<file path="config.mk">
export PLATFORM = sky130hd
export DESIGN_NAME = if_fetch_stage
export DESIGN_NICKNAME = d
export VERILOG_FILES = /design/src/rtl/if_pkg.sv /design/src/rtl/fetch_skid_buffer.sv /design/src/rtl/if_fetch_stage.sv
export SDC_FILE = /design/constraint.sdc
export NUM_CORES = 1
export LEC_CHECK = 0
export CORE_UTILIZATION = 48
export CTS_CLUSTER_DIAMETER = 30
export DETAILED_ROUTE_END_ITERATION = 10
export PLACE_DENSITY = 0.84
export SYNTH_ARGS = -nofsm -noshare
export SYNTH_HDL_FRONTEND = slang
export SYNTH_SLANG_ARGS = --single-unit
</file>
<file path="constraint.sdc">
create_clock -name clk -period 1.7 [get_ports clk]
set_input_delay 0.34 -clock clk [delete_from_list [all_inputs] [get_ports clk]]
set_output_delay 0.34 -clock clk [all_outputs]
set_load 0.01 [all_outputs]
</file>
<file path="src/rtl/if_pkg.sv">
// Shared constants and the fetch packet type used by the instruction-fetch stage.
package if_pkg;

    localparam int              XLEN             = 32;
    localparam logic [XLEN-1:0] RESET_PC_DEFAULT = 32'h0000_0000;
    localparam logic [XLEN-1:0] NOP_INSTR        = 32'h0000_0013;

    typedef struct packed {
        logic [XLEN-1:0] pc;
        logic [XLEN-1:0] instr;
    } fetch_pkt_t;

endpackage

</file>
<file path="src/rtl/fetch_skid_buffer.sv">
// One-entry skid buffer: an output register toward the consumer plus one
// overflow slot that catches a beat arriving while the output is stalled.
module fetch_skid_buffer
    import if_pkg::*;
#(
    parameter type pkt_t = fetch_pkt_t
) (
    input  logic clk,
    input  logic rst_n,
    input  logic flush_i,
    input  logic in_valid_i,
    output logic in_ready_o,
    input  pkt_t in_data_i,
    output logic out_valid_o,
    input  logic out_ready_i,
    output pkt_t out_data_o
);

    // Valid/ready: a beat moves on a rising edge where valid && ready are both 1;
    // while valid is high and ready is low the producer holds valid and data stable.

    logic out_valid_q, out_valid_d;
    logic skid_valid_q, skid_valid_d;
    pkt_t out_data_q, out_data_d;
    pkt_t skid_data_q, skid_data_d;

    assign in_ready_o  = !skid_valid_q;
    assign out_valid_o = out_valid_q;
    assign out_data_o  = out_data_q;

    always_comb begin
        out_valid_d  = out_valid_q;
        out_data_d   = out_data_q;
        skid_valid_d = skid_valid_q;
        skid_data_d  = skid_data_q;
        if (flush_i) begin
            out_valid_d  = 1'b0;
            skid_valid_d = 1'b0;
        end else if (!out_valid_q || out_ready_i) begin
            // Output slot frees up this edge; the skid entry is older, so it goes first.
            if (skid_valid_q) begin
                out_valid_d  = 1'b1;
                out_data_d   = skid_data_q;
                skid_valid_d = 1'b0;
            end else begin
                out_valid_d = in_valid_i;
                if (in_valid_i) begin
                    out_data_d = in_data_i;
                end
            end
        end else if (in_valid_i && !skid_valid_q) begin
            skid_valid_d = 1'b1;
            skid_data_d  = in_data_i;
        end
    end

    always_ff @(posedge clk) begin
        if (!rst_n) begin
            out_valid_q  <= 1'b0;
            skid_valid_q <= 1'b0;
            out_data_q   <= '0;
            skid_data_q  <= '0;
        end else begin
            out_valid_q  <= out_valid_d;
            skid_valid_q <= skid_valid_d;
            out_data_q   <= out_data_d;
            skid_data_q  <= skid_data_d;
        end
    end

endmodule

</file>
<file path="src/rtl/if_fetch_stage.sv">
// Instruction-fetch stage: owns the fetch PC, issues reads to a synchronous
// instruction memory, and hands {pc, instr} packets to decode.
module if_fetch_stage
    import if_pkg::*;
#(
    parameter logic [XLEN-1:0] RESET_PC = RESET_PC_DEFAULT,
    parameter int              IMEM_AW  = 10
) (
    input  logic               clk,
    input  logic               reset,
    output logic               imem_en,
    output logic [IMEM_AW-1:0] imem_addr,
    input  logic [XLEN-1:0]    imem_rdata,
    input  logic               redirect_valid,
    input  logic [XLEN-1:0]    redirect_pc,
    output logic               out_valid,
    input  logic               out_ready,
    output logic [XLEN-1:0]    out_pc,
    output logic [XLEN-1:0]    out_instr,
    output logic               misalign_err
);

    logic [XLEN-1:0] pc_q, pc_d;
    logic [XLEN-1:0] req_pc_q, req_pc_d;
    logic            inflight_q, inflight_d;
    logic            misalign_q, misalign_d;
    logic            ret_valid, skid_ready, will_fill;
    fetch_pkt_t      ret_pkt, out_pkt;

    // A redirect kills whatever read returns in the same cycle.
    assign ret_valid = inflight_q && !redirect_valid;
    assign ret_pkt   = '{pc: req_pc_q, instr: imem_rdata};

    // A return that lands in the skid this edge leaves no room for a read issued
    // now, so issue also waits for a skid that is about to fill.
    assign will_fill = ret_valid && out_valid && !out_ready;
    assign imem_en   = reset && skid_ready && !will_fill && !misalign_q && !redirect_valid;
    assign imem_addr = pc_q[IMEM_AW+1:2];

    assign out_pc       = out_pkt.pc;
    assign out_instr    = out_pkt.instr;
    assign misalign_err = misalign_q;

    always_comb begin
        pc_d       = pc_q;
        req_pc_d   = req_pc_q;
        inflight_d = imem_en;
        misalign_d = misalign_q;
        if (redirect_valid) begin
            pc_d       = redirect_pc;
            misalign_d = (redirect_pc[1:0] != 2'b00);
        end else if (imem_en) begin
            pc_d     = pc_q + XLEN'(4);
            req_pc_d = pc_q;
        end
    end

    always_ff @(posedge clk) begin
        if (!reset) begin
            pc_q       <= RESET_PC;
            req_pc_q   <= '0;
            inflight_q <= 1'b0;
            misalign_q <= 1'b0;
        end else begin
            pc_q       <= pc_d;
            req_pc_q   <= req_pc_d;
            inflight_q <= inflight_d;
            misalign_q <= misalign_d;
        end
    end

    fetch_skid_buffer #(
        .pkt_t (fetch_pkt_t)
    ) u_skid (
        .clk         (clk),
        .rst_n       (reset),
        .flush_i     (redirect_valid),
        .in_valid_i  (ret_valid),
        .in_ready_o  (skid_ready),
        .in_data_i   (ret_pkt),
        .out_valid_o (out_valid),
        .out_ready_i (out_ready),
        .out_data_o  (out_pkt)
    );

endmodule

</file>
==> flow_summary_export.csv <==
group,metric,value,unit
run_status,status,"complete, but fails checks",
run_status,violations,"setup timing",
critical_path,worstPathArrival,2.12,ns
route,firstDrtPassIters,4,
place,io_buffers,144,
critical_path,cp_max_fo,3,
layout,drive_above_1_share,11.3,%
layout,diodes,0,
synthesis,async_flop_share,0,%
critical_path,crit_type,"flop to flop",
global_routing,grt_pass1_vias,6648,
critical_path,cp-start-kind,"flop",
route,drc_errors,0,
synthesis,synth_warnings,0,
route,dr_total_vias,7114,
synthesis,synth_seq_cells,196,
synthesis,yosysMostFrequentCell,"nand2_1",
floorplanning,io_pins,145,
min_path,hold_path_class,"primary input to flop",
synthesis,synthFlopType,"dfxtp_1",
pwr,power_density,891,nW/um^2
synthesis,synth_area,8380,sq um
synthesis,synth_fp_nets,1012,
route,drtIter0Drc,465,
global_routing,grt_antenna_before_repair,0,
synthesis,ys_top_cells_by_area,"dfxtp_1 47%, nand2_1 12%, o211a_1 8.4%, a21boi_0 8.1%, mux2i_1 7.9%",
global_routing,grt-ovfl-total,0,
sta,setup_viol,4,
place,routabilityCongestion,0.956,
critical_path,slowest_stage,"or4_4",
place,pre_cts_ws,-0.622,ns
clock_tree,cts-root-buf,"clkbuf_16",
layout,utilization,66.2,%
clock_tree,clockBufferDepth,2,
floorplanning,die_area,18000,sq um
sta,relSlewSlack,72.8,%
synthesis,yosys.area.top_type_share,46.8,%
sta,hold_violations,0,
synthesis,synth-edff-count,0,
critical_path,cp-end-kind,"flop",
clock_tree,numCtsBuffers,17,
place,dp_hpwl,13.3,mm
floorplanning,row_count,47,
sta,whs,0.401,ns
clock_tree,path_clk_slew,0.07,ns
clock_tree,h-tree-depth,4,
sta,finalCritPeriodShare,106,%
global_routing,grt_first_pass_wirelength,33.3,mm
pwr,p_leak,4.81,nW
synthesis,syn_area_per_cell,8.89,sq um
critical_path,cp.required,2.02,ns
run,maxCapViolCount,0,
sta,fin_skew,0.00868,ns
clock_tree,clock_latency,0.43,ns
floorplanning,start_util,49.9,%
route,drt-total-wl,20.9,mm
synthesis,synth_cells,943,
floorplanning,core_area,16800,sq um
critical_path,critPathMaxStageDelay,0.55,ns
route,via_per_inst,5.38,
synthesis,synth_top_area_cell,"dfxtp_1",
global_routing,grt_start_max_net_pins,105,
critical_path,path_delay_family,"simple AND/OR/NAND/NOR gates",
critical_path,path_buf_inv,1,
sta,worstMarginPinSlew,0.409,ns
sta,period_minus_slack,1.80,ns
clock_tree,cts_tree,"yes",
route,route.antenna.remaining_nets,0,
global_routing,gr-usage-all-layers,23.1,%
sta,rsz0062_at_grt,"true",
layout,fillers,1398,
clock_tree,hold_buffers,0,
sta,fmax,557,MHz
route,routedWlPerCell,15.8,um
floorplanning,die_x,134,um
pwr,ir_drop,774,uV
critical_path,crit_chain,"or2_4, buf_6, or4_4, nor3_4, xnor2_2, a21oi_2",
clock_tree,cts_sinks,196,
synthesis,yosys.cell_types.count,38,
layout,num-nets-final,1160,
synthesis,ys_seq_area_share,46.8,%
synthesis,synth_common_cells,"273 x nand2_1, 196 x dfxtp_1, 91 x a21boi_0",
floorplanning,die_h,134,um
layout,area_growth,32.7,%
sta,slew_viol_final,0,
sta,worst_slack,-0.0966,ns
pwr,finalPower,9.91,mW
-- worst min-delay path: stages --
cell,delay (ns)
buf_4,0.11
buf_4,0.13
nand3_1,0.12
o21ai_0,0.09
-- where the power goes --
part           internal [mW]  total, mW  switching (mW)
registers               4.75       4.85          0.0986
logic                  0.559       1.04           0.483
clock network           2.32       4.02            1.70
total                   7.63       9.91            2.28
-- per-layer routing --
metal / wire length (um) / vias up / track usage [%]
li1: - / 3528 / -
met1: 9950 / 3356 / 32.1
met2: 9640 / 204 / 36.1
met3: 1010 / 26 / 4.27
met4: 287 / 0 / 7.87
met5: 0 / - / 0
-- kinds of logic (layout without fill, tap and decap cells) --
group	after synthesis	after routing	share of synthesized area [%]
and+or+nand+nor	349	349	17.6
xor gates and xnor gates	28	28	2.92
DFF	196	196	46.8
adders and majority gates	1	1	0.149
AOI/OAI and AO/OA	216	216	20.0
buffers and inverters	87	246	4.60
muxes	66	66	7.88
-- cells in the final DEF (no fill, tap or decap), types with 7 or more instances in the layout --
cell type | Yosys | layout
a21boi_0 | 91 | 90
a21oi_1 | 20 | 19
buf_12 | 0 | 8
buf_4 | 10 | 56
clkbuf_16 | 0 | 19
clkdlybuf4s50_1 | 0 | 114
dfxtp_1 | 196 | 188
dfxtp_2 | 0 | 7
dlygate4sd2_1 | 0 | 16
dlymetal6s2s_1 | 0 | 12
mux2i_1 | 66 | 66
nand2_1 | 273 | 273
nand3_1 | 13 | 12
nand4_1 | 16 | 16
nor2_1 | 11 | 8
o211a_1 | 70 | 70
o21ai_0 | 26 | 25
xnor2_1 | 16 | 15
xor2_1 | 12 | 12
-- final cells by class --
cell class	instances	area (sq um)	share of cell area, %
multi-input combinational	660	4180	37.6
inverter	3	11.3	0.101
sequential	196	3940	35.4
tap	220	275	2.47
clock buffer	23	489	4.40
clock inverter	7	97.6	0.877
timing repair buffer	213	2140	19.2
-- flip-flops by register name (all words and copies together), names as in the netlist --
name	flops
inflight_q	1
u_skid.skid_data_q	64
u_skid.skid_valid_q	1
u_skid.out_data_o	64
req_pc_q	32
pc_q	32
u_skid.out_valid_o	1
misalign_err	1
-- path summary, 6_finish.rpt --
kind / start / end / slack, ns / depth (start not counted)
max: misalign_err / pc_q[25] / -0.1 / 6
min: reset / pc_q[24] / 0.40 / 4
max reg2reg: misalign_err / pc_q[25] / -0.1 / 6
min reg2reg: u_skid.skid_data_q[8] / u_skid.skid_data_q[8] / 0.46 / 2
-- stage by stage --
stage	std cells	area, sq um	setup TNS (ns)
detailed placement	1287	10400	-87.11
global route	1322	11100	-0.721
finish	1322	11100	-0.313
global placement	1287	10400	-79.39
CTS	1320	11000	-0.352
floorplan	943	8400	0
-- timing repair --
item,4_1_cts,5_1_grt
pin swaps,4,7
cloned,1,1
setup endpoints to repair,134,40
gates resized for setup,31,27
buffers inserted,2,1
(Power assumes the default switching activity.)
